[src/rtl/maxpool2x2_engine.sv]
// 2x2 stride-2 signed max-pooling engine: walks a channel-major feature map in a
// sync-read SRAM, one window per 6 cycles, and writes the pooled map linearly.
module maxpool2x2_engine #(
    parameter int unsigned DATA_W  = 8,
    parameter int unsigned FMAP_W  = 32,
    parameter int unsigned FMAP_H  = 32,
    parameter int unsigned CH      = 16,
    parameter int unsigned ADDR_W  = 14,
    parameter int unsigned RD_BASE = 0,
    parameter int unsigned WR_BASE = 0
) (
    input  logic              clk,
    input  logic              rst,
    input  logic              start,
    output logic              rd_en,
    output logic [ADDR_W-1:0] rd_addr,
    input  logic [DATA_W-1:0] rd_data,
    output logic              wr_en,
    output logic [ADDR_W-1:0] wr_addr,
    output logic [DATA_W-1:0] wr_data,
    output logic              busy,
    output logic              done
);

    localparam int unsigned OUT_W = FMAP_W / 2;
    localparam int unsigned OUT_H = FMAP_H / 2;
    localparam int unsigned PLANE = FMAP_W * FMAP_H;
    localparam int unsigned COL_W = (OUT_W > 1) ? $clog2(OUT_W) : 1;
    localparam int unsigned ROW_W = (OUT_H > 1) ? $clog2(OUT_H) : 1;
    localparam int unsigned CH_W  = (CH > 1) ? $clog2(CH) : 1;

    typedef enum logic [2:0] {
        S_IDLE, S_RD0, S_RD1, S_RD2, S_RD3, S_LAST, S_WR, S_DONE
    } state_t;

    state_t            state_q, state_d;
    logic [CH_W-1:0]   ch_q, ch_d;
    logic [ROW_W-1:0]  row_q, row_d;
    logic [COL_W-1:0]  col_q, col_d;
    logic [ADDR_W-1:0] out_idx_q, out_idx_d;
    logic [DATA_W-1:0] acc_q, acc_d;
    logic              rd_en_q, rd_en_d;
    logic [ADDR_W-1:0] rd_addr_q, rd_addr_d;
    logic              wr_en_q, wr_en_d;
    logic [ADDR_W-1:0] wr_addr_q, wr_addr_d;
    logic [DATA_W-1:0] wr_data_q, wr_data_d;
    logic              busy_q, busy_d;
    logic              done_q, done_d;

    logic [DATA_W-1:0] merged;
    logic              last_out;
    logic              dy, dx;

    // Next state, window counters, accumulator and the registered outputs for the coming cycle
    always_comb begin
        state_d   = state_q;
        ch_d      = ch_q;
        row_d     = row_q;
        col_d     = col_q;
        out_idx_d = out_idx_q;
        acc_d     = acc_q;
        rd_addr_d = rd_addr_q;
        wr_addr_d = wr_addr_q;
        wr_data_d = wr_data_q;
        dy        = 1'b0;
        dx        = 1'b0;

        merged   = ($signed(rd_data) > $signed(acc_q)) ? rd_data : acc_q;
        last_out = (ch_q == CH_W'(CH - 1)) && (row_q == ROW_W'(OUT_H - 1))
                   && (col_q == COL_W'(OUT_W - 1));

        case (state_q)
            S_IDLE: begin
                if (start) begin
                    state_d   = S_RD0;
                    ch_d      = '0;
                    row_d     = '0;
                    col_d     = '0;
                    out_idx_d = '0;
                end
            end
            S_RD0: state_d = S_RD1;
            S_RD1: begin
                acc_d   = rd_data;
                state_d = S_RD2;
            end
            S_RD2: begin
                acc_d   = merged;
                state_d = S_RD3;
            end
            S_RD3: begin
                acc_d   = merged;
                state_d = S_LAST;
            end
            S_LAST: begin
                acc_d     = merged;
                wr_data_d = merged;
                wr_addr_d = ADDR_W'(WR_BASE + 32'(out_idx_q));
                state_d   = S_WR;
            end
            S_WR: begin
                if (last_out) begin
                    state_d = S_DONE;
                end else begin
                    state_d   = S_RD0;
                    out_idx_d = out_idx_q + ADDR_W'(1);
                    if (col_q == COL_W'(OUT_W - 1)) begin
                        col_d = '0;
                        if (row_q == ROW_W'(OUT_H - 1)) begin
                            row_d = '0;
                            ch_d  = ch_q + CH_W'(1);
                        end else begin
                            row_d = row_q + ROW_W'(1);
                        end
                    end else begin
                        col_d = col_q + COL_W'(1);
                    end
                end
            end
            S_DONE: begin
                if (!start) state_d = S_IDLE;
            end
            default: state_d = S_IDLE;
        endcase

        // Window offset of the read issued in the next cycle
        case (state_d)
            S_RD1:   dx = 1'b1;
            S_RD2:   dy = 1'b1;
            S_RD3: begin
                dy = 1'b1;
                dx = 1'b1;
            end
            default: ;
        endcase

        rd_en_d = (state_d == S_RD0) || (state_d == S_RD1)
                  || (state_d == S_RD2) || (state_d == S_RD3);
        wr_en_d = (state_d == S_WR);
        done_d  = (state_d == S_DONE);
        busy_d  = (state_d != S_IDLE) && (state_d != S_DONE);

        if (rd_en_d) begin
            rd_addr_d = ADDR_W'(RD_BASE + 32'(ch_d) * PLANE
                        + (2 * 32'(row_d) + 32'(dy)) * FMAP_W
                        + 2 * 32'(col_d) + 32'(dx));
        end
    end

    always_ff @(posedge clk or posedge rst) begin
        if (rst) begin
            state_q   <= S_IDLE;
            ch_q      <= '0;
            row_q     <= '0;
            col_q     <= '0;
            out_idx_q <= '0;
            acc_q     <= '0;
            rd_en_q   <= 1'b0;
            rd_addr_q <= '0;
            wr_en_q   <= 1'b0;
            wr_addr_q <= '0;
            wr_data_q <= '0;
            busy_q    <= 1'b0;
            done_q    <= 1'b0;
        end else begin
            state_q   <= state_d;
            ch_q      <= ch_d;
            row_q     <= row_d;
            col_q     <= col_d;
            out_idx_q <= out_idx_d;
            acc_q     <= acc_d;
            rd_en_q   <= rd_en_d;
            rd_addr_q <= rd_addr_d;
            wr_en_q   <= wr_en_d;
            wr_addr_q <= wr_addr_d;
            wr_data_q <= wr_data_d;
            busy_q    <= busy_d;
            done_q    <= done_d;
        end
    end

    assign rd_en   = rd_en_q;
    assign rd_addr = rd_addr_q;
    assign wr_en   = wr_en_q;
    assign wr_addr = wr_addr_q;
    assign wr_data = wr_data_q;
    assign busy    = busy_q;
    assign done    = done_q;

endmodule

[config.mk]
export PLATFORM = sky130hd
export DESIGN_NAME = maxpool2x2_engine
export DESIGN_NICKNAME = d
export VERILOG_FILES = /design/src/rtl/maxpool2x2_engine.sv
export SDC_FILE = /design/constraint.sdc
export NUM_CORES = 1
export LEC_CHECK = 0
export ABC_AREA = 1
export BUFFER_PORTS_ARGS = -buffer_cell sky130_fd_sc_hd__clkbuf_2
export CORE_AREA = 2 2 139 87
export CTS_CLUSTER_DIAMETER = 120
export DETAILED_ROUTE_END_ITERATION = 8
export DIE_AREA = 0 0 141 89
export PLACE_DENSITY_LB_ADDON = 0.2
export RECOVER_POWER = 50
export SLEW_MARGIN = 20
export SYNTH_ARGS = -nofsm -noshare
export SYNTH_HDL_FRONTEND = slang
export SYNTH_SLANG_ARGS = --single-unit
[constraint.sdc]
create_clock -name clk -period 3.13 [get_ports clk]
set_input_delay 0.1565 -clock clk [delete_from_list [all_inputs] [get_ports clk]]
set_output_delay 0.1565 -clock clk [all_outputs]
set_load 0.01 [all_outputs]
==> metrics.cfg <==
[cts]
cts_root_buf = clkbuf_16
worstSkewPairLatency_ps = 340
cts.sinks = 77
h-tree-depth = 3
clockBufferDepth = 2
tritoncts = yes
cts_resized = 0
cts_buffers = 9
path_clk_slew_ps = 60

[drt]
dr.pass1.iters = 5
met3_length_um = 460
routed_wl_um = 9351
wl_met1_um = 5059
wl_per_cell_um = 13.77
drc_errors = 0
highest_layer = met4
vias = 3362
viasPerCell = 4.951
antenna_left = 0
dr_wl_met2_um = 3773
drtIter0Drc = 227

[timing]
drv_slew = 0
setup_viol = 0
relSlewSlack_pct = 7.335
period_share_pct = 72.22
tightest_slew_ps = 1382
fin_crit_ps = 2260
rsz0062_at_grt = false
clock_skew_ps = 9.034
hold_viol_final = 0
tns_ps = 0
max_freq_mhz = 442.4

[logic_synthesis]
yosys-top-cells-area = dfrtp_1 50%, nand2_1 13%, nand3_1 7.6%, inv_1 5.9%, ha_1 3.9%
seq_area_frac_synth_pct = 49.85
synth.cell_area_sq_um = 3865
ys_seq_elements = 77
avgSynthCellArea_sq_um = 8.120
synth-warning-count = 0
netlist.area_leader.share_pct = 49.85
syn_inst = 476
syn_nets = 499
yosysTopAreaCell = dfrtp_1
synth_edf_count = 0
ys_async_sr_fraction_pct = 100.0
synth_top_flop_cell = dfrtp_1
yosysUniqueCellTypes = 30

[worst_setup_path]
crit_family = simple AND/OR/NAND/NOR gates
worstSetupPathType = reg2reg
worstSetupStartpointType = register
path_depth = 12
required_ps = 3400
cp_slowest_stage_delay_ps = 430
cp_common_cell = nand2_1
end_kind = register
path_max_fanout = 15
critPathSlowestCell = dfrtp_1
path_buf_inv = 3
critical_path.cell_chain = ha_1 > nand2_1 > inv_2 > nand2_1 > inv_1 > nand3_2 > nand2_1 > inv_2 > nand3_2 > nand2_2 > nand2_1 > nand2_1
worstPathArrival_ps = 2530
rr_worst_depth = 12

[die]
dieArea_sq_um = 12550
fp.dieH_um = 89
row_count = 30
ios = 51
core_area_sq_um = 11150
die_x_um = 141
start_util_pct = 34.67

[placed_design]
dpl.hpwl_um = 6863
numPlacedInstances = 662
gp_congestion = 0.8446
portBuffers = 50

[finish]
n_antenna_cell = 0
nets = 553
syn2layout_area_growth_pct = 18.10
fin_cells = 679
drive_gt1_share_pct = 8.224
final_cell_mix = 130 x nand2_1, 77 x dfrtp_1, 60 x inv_1
final_common_cell = nand2_1
finish.utilization_pct = 40.94

[power_and_ir_drop]
peakVddDrop_uv = 335.6
powerDensity_nw_per_um2 = 954.4
p_leak_nw = 2.266

[global_route]
grt_pass1_wl_um = 15770
antenna_found_initial = 0
grt_max_degree = 36
grt_use_total_pct = 15.97
overflow = 0
first_global_vias = 3214

[worst_hold_path]
hp-class = in2reg
min_delay_path_depth = 5

[flow_run]
maxCapViolCount = 0

[status]
outcome = finished, final reports clean

path summary, 6_finish.rpt:
kind	startpoint	slack, ps	to
max reg2reg	col_q[0]$_DFF_PP0_	870	rd_addr[1]$_DFFE_PP0P_
max	col_q[0]$_DFF_PP0_	870	rd_addr[1]$_DFFE_PP0P_
min reg2reg	wr_addr[4]$_DFFE_PP0P_	480	wr_addr[4]$_DFFE_PP0P_
min in group asynchronous	rst	660	wr_addr[12]$_DFFE_PP0P_
min	rd_data[6]	200	acc_q[6]$_DFFE_PP0P_
max in group asynchronous	rst	1240	rd_addr[12]$_DFFE_PP0P_
state kept, by name (all words and copies together) (netlist names):
signal	flops
out_idx_q	14
rd_addr	14
wr_addr	14
acc_q	8
wr_data	8
ch_q	4
col_q	4
row_q	4
state_q	3
busy	1
done	1
rd_en	1
wr_en	1
synthesized netlist by cell type, types with 4 or more instances:
cell / n
clkbuf_1: 6
nand3_1: 59
a21oi_1: 8
o21ai_0: 23
inv_2: 5
nand2_1: 130
inv_1: 61
nand4_1: 21
nor2_1: 23
dfrtp_1: 77
o21ai_1: 9
o22ai_1: 8
ha_1: 12
xor2_1: 4
nor3_1: 5
layout make-up:
class	instances	area [sq um]
inverter	67	255.2
sequential	77	1927
multi-input combinational	321	1615
fill	1159	6584
timing repair buffer	54	226.5
tap	144	180.2
clock inverter	3	90.09
clock buffer	13	270.3
worst min-delay path: stages:
cell      delay [ps]
clkbuf_2          90
inv_1             60
o22ai_1           80
inv_1             50
nand2_1           50
layer usage:
layer  GRT usage (%)  vias to the layer above
li1                -                     1678
met1           23.60                     1592
met2           23.24                       86
met3           4.392                        6
met4           3.909                        0
met5               0                        -
cells by family after synthesis:
group	after synthesis	synth area share, %
buf+inv	78	8.255
xor+xnor	4	0.9063
simple gates	249	28.97
flops	77	49.85
compound gates	56	8.126
fa+ha+maj	12	3.885
repair_timing:
item                                   in CTS  in global routing
hold buffers                                1                  0
setup buffers                               0                  0
endpoints found under the hold margin      28                  0
per-stage QoR:
| stage | worst slack, ps | hold slack (ps) | power [W] | instance area (sq um) |
|---|---|---|---|---|
| after floorplan | 1007 | 361.7 | 0.002709 | 3865 |
| after global placement | 924.1 | 201.4 | 0.003145 | 4254 |
| after detailed placement | 883.2 | 214.7 | 0.003176 | 4254 |
| final | 869.5 | 202.5 | 0.004356 | 4564 |
| after global routing | 637.8 | 214.2 | 0.004693 | 4564 |
| after CTS | 845.6 | 178.9 | 0.004443 | 4624 |
where the power goes:
group / switching [W] / internal (W)
registers: 0.000168 / 0.00128
logic: 0.00120 / 0.000466
clock network: 0.000401 / 0.000845
Power figures use the tool's default switching activity.
